--- src/rtl/slot_player.sv ---
`default_nettype none
// +----------------------------------------------------------------------+
// | slot_player: coin credit balance, one-cycle lever pull, win payout.   |
// | Revision: 1.0                                                        |
// +----------------------------------------------------------------------+
module slot_player #(
   parameter int          CREDIT_W       = 8,
   parameter int          WIN_PAYOUT     = 5,
   parameter logic [2:0]  WIN_CODE       = 3'b111,
   parameter int          RESULT_TIMEOUT = 4
) (
   input  logic                clk,
   input  logic                reset,
   input  logic                coin,
   input  logic                play,
   input  logic [2:0]          display,
   output logic                lever,
   output logic                busy,
   output logic                done,
   output logic                win,
   output logic [CREDIT_W-1:0] credits,
   output logic [CREDIT_W-1:0] win_count
);

   localparam int                  c_CNT_W  = $clog2(RESULT_TIMEOUT);
   localparam logic [c_CNT_W-1:0]  c_LAST   = c_CNT_W'(RESULT_TIMEOUT - 1);
   localparam logic [CREDIT_W:0]   c_PAYOUT = (CREDIT_W + 1)'(WIN_PAYOUT);
   localparam logic [CREDIT_W-1:0] c_MAX    = {CREDIT_W{1'b1}};

   typedef enum logic [2:0] {
      S_IDLE = 3'd0,
      S_PULL = 3'd1,
      S_WAIT = 3'd2,
      S_PAY  = 3'd3,
      S_LOSE = 3'd4
   } state_t;

   state_t              r_state;
   state_t              w_next_state;
   logic [c_CNT_W-1:0]  r_wait_cnt;
   logic [c_CNT_W-1:0]  w_next_cnt;
   logic [CREDIT_W-1:0] r_credits;
   logic [CREDIT_W-1:0] r_win_count;
   logic                w_debit;
   logic [CREDIT_W:0]   w_sum;

   // Debit is judged on the pre-update balance, so a same-cycle coin cannot fund a play.
   assign w_debit = (r_state == S_IDLE) && play && (r_credits != '0);

   assign w_sum = {1'b0, r_credits}
                + {{CREDIT_W{1'b0}}, coin}
                - {{CREDIT_W{1'b0}}, w_debit}
                + ((r_state == S_PAY) ? c_PAYOUT : '0);

   always_comb begin
      w_next_state = r_state;
      w_next_cnt   = r_wait_cnt;
      case (r_state)
         S_IDLE: if (w_debit) w_next_state = S_PULL;
         S_PULL: begin
            w_next_cnt   = '0;
            w_next_state = S_WAIT;
         end
         S_WAIT: begin
            if (display == WIN_CODE) begin
               w_next_state = S_PAY;
            end else if (r_wait_cnt == c_LAST) begin
               w_next_state = S_LOSE;
            end else begin
               w_next_cnt = r_wait_cnt + c_CNT_W'(1);
            end
         end
         S_PAY:   w_next_state = S_IDLE;
         S_LOSE:  w_next_state = S_IDLE;
         default: w_next_state = S_IDLE;
      endcase
   end

   always_ff @(posedge clk or posedge reset) begin
      if (reset) begin
         r_state     <= S_IDLE;
         r_wait_cnt  <= '0;
         r_credits   <= '0;
         r_win_count <= '0;
      end else begin
         r_state    <= w_next_state;
         r_wait_cnt <= w_next_cnt;
         r_credits  <= w_sum[CREDIT_W] ? c_MAX : w_sum[CREDIT_W-1:0];
         if ((r_state == S_PAY) && (r_win_count != c_MAX)) begin
            r_win_count <= r_win_count + CREDIT_W'(1);
         end
      end
   end

   assign lever     = (r_state == S_PULL);
   assign busy      = (r_state != S_IDLE);
   assign done      = (r_state == S_PAY) || (r_state == S_LOSE);
   assign win       = (r_state == S_PAY);
   assign credits   = r_credits;
   assign win_count = r_win_count;

endmodule
`default_nettype wire

--- config.mk ---
export PLATFORM = sky130hd
export DESIGN_NAME = slot_player
export DESIGN_NICKNAME = d
export VERILOG_FILES = /design/src/rtl/slot_player.sv
export SDC_FILE = /design/constraint.sdc
export NUM_CORES = 1
export LEC_CHECK = 0
export CORE_MARGIN = 1
export CORE_UTILIZATION = 57
export CTS_BUF_LIST = sky130_fd_sc_hd__clkbuf_4 sky130_fd_sc_hd__clkbuf_8
export CTS_CLUSTER_SIZE = 25
export DETAILED_ROUTE_END_ITERATION = 8
export PLACE_DENSITY = 0.87
export SLEW_MARGIN = 20
export SYNTH_ARGS = -nofsm -noshare
export SYNTH_HDL_FRONTEND = slang
export SYNTH_SLANG_ARGS = --single-unit
--- constraint.sdc ---
create_clock -name clk -period 7.65 [get_ports clk]
set_clock_uncertainty 0.05 [all_clocks]
set_input_delay 1.53 -clock clk [delete_from_list [all_inputs] [get_ports clk]]
set_output_delay 1.53 -clock clk [all_outputs]
set_load 0.03 [all_outputs]
After elaboration in Yosys (flattened, before gate mapping):

Cells that the tools add are included.

* reduce and logical (&&, ||, !) cells: 10
* equality and inequality tests: 11
* add/subtract/negate cells: 5
* multiplexer cells: 9

Operators by type and width (count)
* two-way mux 3 bit: 4
* adder 8 x 1 -> 9 bit: 1
* adder 9 x 3 -> 9 bit: 1
* one-hot mux 3 bit (3 select lines): 1
* subtractor 9 x 1 -> 9 bit: 1
* adder 8 x 1 -> 8 bit, second input constant: 1
* two-way mux 8 bit: 1
* inequality test 8 bit, second input constant: 1
* nonzero test 8 bit: 1
* equality test 3 x 2 -> 1 bit, second input constant: 2
* equality test 3 bit, second input constant: 2
* inequality test 2 bit, second input constant: 3
* two-way mux 2 bit: 2
* one-hot mux 2 bit (2 select lines): 1
* equality test 3 x 1 -> 1 bit, second input constant: 1
* logical AND 1 bit: 3
* zero test 3 bit: 1
* inequality test 3 bit, second input constant: 1
* AND reduction 3 bit: 1
* nonzero test 3 bit: 1
* adder 2 x 1 -> 2 bit, second input constant: 1
* equality test 2 bit, second input constant: 1
* AND reduction 2 bit: 1
* nonzero test 2 bit: 1
* logical OR 1 bit: 1

* output and inout bits: 20
* register bits: 21
* input port bits: 7
* word-level logic and storage cells: 39

Longest topological paths before layout:

Gate-level depths: netlist of run 1.

* depth in word-level cells: 6
* depth in mapped cells: 12
* depth with buffers taken out: 11

Worst setup path after synthesis of run 1:

OpenSTA, ideal clock, no wires.

* kind: input port to flip-flop
* start point: input port play
* end point: register r_credits[5], in the netlist credits[5]
* arrival: 3.772 ns
* setup time: 0.128 ns
* cell stages on the path: 11
* data required time: 7.472 ns
* path buffers: 1
* slack: 3.701 ns
* path through: inv_1 a311oi_2 ha_1 fa_1 fa_1 nand2b_1 a211oi_2 nor4_1 and3b_1 buf_2 nand3b_1

* cells in the longest elaborated chain, start to end: 5

Ends and longest elaborated chain
* start: declaration: line 15 `input logic play,`
* logical AND 1 bit (2 in series): line 48 `assign w_debit = (r_state == S_IDLE) && play && (r_credits != '0);`
* subtractor 9 x 1 -> 9 bit: line 52 `- {{CREDIT_W{1'b0}}, w_debit}`
* adder 9 x 3 -> 9 bit: line 53 `+ ((r_state == S_PAY) ? c_PAYOUT : '0);`
* two-way mux 8 bit: line 88 `r_credits <= w_sum[CREDIT_W] ? c_MAX : w_sum[CREDIT_W-1:0];`
* end signal: assignment: line 88
* end: declaration: line 42 `logic [CREDIT_W-1:0] r_credits;`

No other way between the ends.
A chain may end at the register's enable or synchronous reset.

Final worst setup path of run 1:

* start point: input port play
* end point: register r_credits[7], in the netlist credits[7]

The elaborated chain is that of the path after synthesis.

==> results.ini, run 1 <==
[outcome]
outcome = completed

[global_route]
grt_pass1_wl_um = 4970
antenna_violations_before_repair = 0
grt.overflow.total = 0
grt_pass1_vias = 1119
gr-usage-all-layers_pct = 25.1
met1_usage_pct = 31.9
gr_util_met2_pct = 45.8
grt_use_met3_pct = 3.27
grt_max_degree = 22
grt.busiest_layer = met2

[setup_path]
critical-path-top-cell-by-count = fa_1
critical_path.max_stage_delay_ps = 450
critical_path_arrival_ps = 4460
r2r.worst_path.cells = 10
required_time_of_the_critical_path_ps = 7770
cp_slowest_cell = clkdlybuf4s50_1
worstSetupEndpoint = credits[7]$_DFF_PP0_
worstPathCellList = clkdlybuf4s50_1 -> inv_1 -> a311oi_2 -> ha_1 -> fa_1 -> fa_1 -> nand2b_1 -> a211oi_2 -> nor4_1 -> and3b_1 -> nand3_1
timing.critical_path.buf_inv = 2
regToRegStartpoint = r_state[1]$_DFFE_PP0P_
critical_path.startpoint_type = primary input
crit_start = play
critical_path_class = in -> reg
path_depth = 11
worst_path_dominant_cell_family = adder cells
regToRegSetupSlack_ps = 4090
regToRegEndpoint = credits[7]$_DFF_PP0_
endpoint_kind = register
critical_path_peak_fanout = 8

[yosys]
post_synth_edffs = 0
post-synth-top-count-cell = dfrtp_1
synth_cell_count_leaders = dfrtp_1 (21), inv_1 (18), ha_1 (13)
synth.area.top_cells = dfrtp_1 (38%), ha_1 (12%), inv_1 (4.9%)
synth_cell_type_count = 45
synthDominantAreaCellType = dfrtp_1
syn_avg_cell_area_um2 = 9.88
yosys_warnings = 0
synthesis.area_um2 = 1380
async_set_or_reset_flop_fraction_in_the_synthesized_netlist_pct = 100
synth-seq-cells = 21
yosysTopAreaCellShare_pct = 38.0
synthesis.instances = 140
seq_area_frac_synth_pct = 38.0
synth_ff_type = dfrtp_1
synth_nets = 162

[min_path]
min-delay-path-class = reg -> reg

[sta]
worst_pin_slew_ps = 799
rsz_0062_raised_after_global_routing = false
max_freq_mhz = 230
finalMaxSlewViolations = 0
slew-limit-headroom_pct = 46.7
fin_worst_hold_slack_ps = 460
hold_viol = 0
fin_setup_tns_ps = 0
final_worst_path_period_share_pct = 56.7
timing.final.crit_period_ps = 4340
timing.final.setup_violations = 0

[cts]
cts_setup_buffers = 0
cts_clk_pin_slew_worst_paths_ps = 110
cts-buffers-inserted = 3
clk_path_buf_depth = 2
cts_hold_buffers = 0
buffer_type_at_the_clock_tree_root = clkbuf_4
insertion_delay_ps = 290
post_cts_resize_count = 0
clkSinkCount = 21
cts_tree = yes
htree_levels = 1

[placed_design]
finalWeightedCongestion = 0.875
io_buffers = 26
dp.final_hpwl_um = 2320

[layout]
layout-drive-gt1-share_pct = 8.33
area_delta_synth_final_pct = 22.7
diode_insertion_count_for_antenna_repair = 0
fin_nets = 191

[route]
final_antenna_violating_net_count = 0
drtIter0Drc = 18
routed_via_density = 5.84
routed_wire_length_per_instance_um = 15.0
finalWirelength_um = 2940
drt_pass1_iterations = 4
route.vias.total = 1144
remaining_drc_errors = 0

[power]
power-per-cell-area_nw_per_um2 = 479
power.leakage_nw = 0.797
worst_vdd_rail_ir_drop_uv = 340

[flow_run]
max_cap_violations = 0

[floorplanning]
fp.dieW_um = 51.3
io_pins = 27
die_area_um2 = 2630
core_area_um2 = 2250
row_count = 17
die-height_um = 51.3
initial_utilization_pct = 61.4

[power breakdown]
group	total, mW	switching (mW)	internal (mW)
Clock	0.0515	0.0320	0.0194
Combinational	0.557	0.315	0.242
Sequential	0.205	0.0513	0.154
[layout make-up]
class | instances | area, um^2
fill | 167 | 557
tap | 28 | 35.0
clock inverter | 1 | 5.00
sequential | 21 | 526
clock buffer | 3 | 22.5
multi-input combinational | 97 | 774
timing repair buffer | 26 | 260
inverter | 20 | 75.1
[cell usage in the layout, fill, tap and decap left out, drive strengths merged, types with 3 or more instances in the layout]
cell / instances
clkbuf: 3
a31oi: 3
nand3: 5
nand2b: 4
nor3: 3
clkdlybuf4s50: 26
a21oi: 4
inv: 20
nor2: 5
nor4: 3
o21ai: 4
nand2: 10
dfrtp: 21
xnor2: 5
ha: 13
a211oi: 3
o21a: 3
xor2: 5
[how the worst min path moves through the flow]
stage | start | to | slack, ps | cells after the start
4_1_cts | win_count[5]$_DFFE_PP0P_ | win_count[5]$_DFFE_PP0P_ | 460 | 1
5_1_grt | win_count[5]$_DFFE_PP0P_ | win_count[5]$_DFFE_PP0P_ | 490 | 1
3_5_place_dp | win_count[5]$_DFFE_PP0P_ | win_count[5]$_DFFE_PP0P_ | 440 | 1
6_report | win_count[5]$_DFFE_PP0P_ | win_count[5]$_DFFE_PP0P_ | 460 | 1
3_3_place_gp | win_count[5]$_DFFE_PP0P_ | win_count[5]$_DFFE_PP0P_ | 430 | 1
2_1_floorplan | r_state[2]$_DFFE_PP0P_ | r_state[1]$_DFFE_PP0P_ | 460 | 1
[metal layers]
layer  wire, um  up-vias
li1           -      554
met1       1300      561
met2       1540       27
met3         94        2
met4          7        0
met5          0        -
[registers in the layout, summed over array words and instances (netlist names)]
signal	cells
r_wait_cnt	2
credits	8
win_count	8
r_state	3
[logic make-up (layout without fill, tap and decap cells)]
kind of cell | Yosys count | after routing | share of synthesized area [%]
flip-flops | 21 | 21 | 38.0
AO/OA/AOI/OAI | 28 | 28 | 16.2
AND/OR/NAND/NOR | 43 | 43 | 18.0
XOR/XNOR | 10 | 10 | 6.33
multiplexers | 1 | 1 | 0.814
adder cells (fa/ha/maj) | 15 | 15 | 14.6
buffers and inverters | 22 | 50 | 6.06
[stage by stage]
| step | worst slack [ps] | instance area (um^2) | cells | power (mW) | utilization [%] |
|---|---|---|---|---|---|
| after floorplan | 3700 | 1380 | 140 | 0.606 | - |
| after global placement | 3130 | 1670 | 192 | 0.730 | 74.1 |
| after detailed placement | 3000 | 1670 | 192 | 0.763 | 74.1 |
| after CTS | 3310 | 1700 | 196 | 0.815 | 75.3 |
| after global routing | 3140 | 1700 | 196 | 0.885 | 75.3 |
| final | 3310 | 1700 | 196 | 0.813 | 75.3 |
Note: power is estimated with default switching activity, not from simulation.
==> inputs of run 2 (changes only) <==
Settings changed: CORE_UTILIZATION 57 to 48, PLACE_DENSITY 0.87 to 0.78.
Clock period 7.65 ns to 3.8 ns, I/O delays scaled along.
==> results.ini, run 2 (synthesized netlist as in run 1, its figures left out) <==
[sta]
rsz_0062_raised_after_global_routing = false
fin_setup_tns_ps = 0
max_freq_mhz = 283
timing.final.crit_period_ps = 3540
slew-limit-headroom_pct = 47.4
worst_pin_slew_ps = 788
timing.final.setup_violations = 0
finalMaxSlewViolations = 0
final_worst_path_period_share_pct = 93.1
layout_setup_ws_ps = 260
hold_viol = 0

[min_path]
timing.hold.worst.start = win_count[5]$_DFFE_PP0P_
hold-path-endpoint = win_count[5]$_DFFE_PP0P_
hold_path_depth = 1
min-delay-path-class = reg -> reg

[setup_path]
critical_path_arrival_ps = 3670
timing.critical_path.buf_inv = 0
critical-path-top-cell-by-count = fa_1
endpoint_kind = register
regToRegEndpoint = credits[3]$_DFF_PP0_
regToRegSetupSlack_ps = 260
critical_path.startpoint_type = register
r2r.worst_path.cells = 10
crit_start = r_state[2]$_DFFE_PP0P_
critical_path_peak_fanout = 8
worstPathCellList = or3_4 -> a311oi_2 -> ha_1 -> fa_1 -> fa_1 -> nand2b_1 -> a211oi_2 -> nor4_1 -> and3b_1 -> o21ai_1
critical_path_class = reg -> reg
required_time_of_the_critical_path_ps = 3930
regToRegStartpoint = r_state[2]$_DFFE_PP0P_
critical_path.max_stage_delay_ps = 480
worst_path_dominant_cell_family = adder cells
cp_slowest_cell = dfrtp_1

[route]
finalWirelength_um = 2820
final_antenna_violating_net_count = 0
top_layer = met4
drtIter0Drc = 23
wl_met1_um = 1380
remaining_drc_errors = 0
routed_wire_length_per_instance_um = 14.0
wl_met2_um = 1360
route.vias.total = 1119
drt_pass1_iterations = 4
routed_via_density = 5.57
wl_met3_um = 52

[flow_run]
max_cap_violations = 0

[global_route]
antenna_violations_before_repair = 0
grt_pass1_vias = 1016
grt_pass1_wl_um = 4650
grt.overflow.total = 0
grt_max_degree = 22
gr-usage-all-layers_pct = 19.2

[placed_design]
io_buffers = 26
finalWeightedCongestion = 0.833
dp.final_hpwl_um = 2260
dpl_worst_slack_ps = -68.5

[layout]
area_delta_synth_final_pct = 24.1
layout.cells.most_common_list = clkdlybuf4s50_1 (26), dfrtp_1 (21), inv_1 (18), ha_1 (13), nand2_1 (9)
seq_area_um2 = 526
multi_input_area_um2 = 774
layout_commonest_cell = clkdlybuf4s50_1
n_fill_cell = 227
fin_nets = 193
diode_insertion_count_for_antenna_repair = 0
utilization_pct = 62.8
layout-drive-gt1-share_pct = 9.41

[cts]
clkSinkCount = 21
cts-buffers-inserted = 3
cts_setup_buffers = 0
post_cts_resize_count = 0
clk_path_buf_depth = 2
htree_levels = 1
buffer_type_at_the_clock_tree_root = clkbuf_4
cts_hold_buffers = 0
insertion_delay_ps = 300
cts_clk_pin_slew_worst_paths_ps = 120
cts_tree = yes

[outcome]
outcome = completed

[floorplanning]
die_area_um2 = 3100
fp.dieW_um = 55.7
die-height_um = 55.7
io_pins = 27
initial_utilization_pct = 50.6
core_area_um2 = 2730
row_count = 19

[power]
power.leakage_nw = 0.807
power-per-cell-area_nw_per_um2 = 954
worst_vdd_rail_ir_drop_uv = 599

[run 2: changes by cell type in the layout (fill, tap and decap cells not counted), sizes merged]
| cell | change |
|---|---|
| buf | +2 |
[run 2: worst max-delay path by stage]
stage | to | slack (ps) | depth (start not counted)
floorplan | credits[5]$_DFF_PP0_ | 450 | 11
global placement | credits[7]$_DFF_PP0_ | 90 | 11
detailed placement | credits[7]$_DFF_PP0_ | -70 | 11
CTS | credits[3]$_DFF_PP0_ | 240 | 10
global route | credits[7]$_DFF_PP0_ | 40 | 10
finish | credits[3]$_DFF_PP0_ | 260 | 10
[run 2: cell type report]
cell class,instances,area share [%]
flip-flops and latches,21,30.6
inverters,20,4.37
multi-input cells,97,45.1
repair buffers,28,16.0
clock buffers,3,1.31
well taps,31,2.26
clock inverters,1,0.292
[run 2: per-layer routing]
metal / up-vias / track usage, %
met5: - / 0
met4: 0 / 5.36
li1: 550 / -
met1: 551 / 26.0
met3: 4 / 3.02
met2: 14 / 32.0
[run 2: metrics by stage]
step	instance area, um^2	instances	hold slack, ps	power, mW
2_1_floorplan	1380	140	456	1.22
3_3_place_gp	1690	197	428	1.49
3_5_place_dp	1690	197	437	1.54
4_1_cts	1720	201	457	1.65
5_1_grt	1720	201	474	1.78
6_report	1720	201	452	1.64
[run 2: report_power, final]
part	internal, mW	leakage, nW	total (mW)	switching, mW
registers	0.310	0.253	0.402	0.0928
logic	0.500	0.536	1.13	0.627
clock network	0.0392	0.0177	0.109	0.0694
total	0.848	0.807	1.64	0.789
==> inputs of run 3 (changes only) <==
Settings changed: CORE_MARGIN 1 to not set.
==> results of run 3 <==
No change in the layout: final DEF, timing and power equal those of run 2.
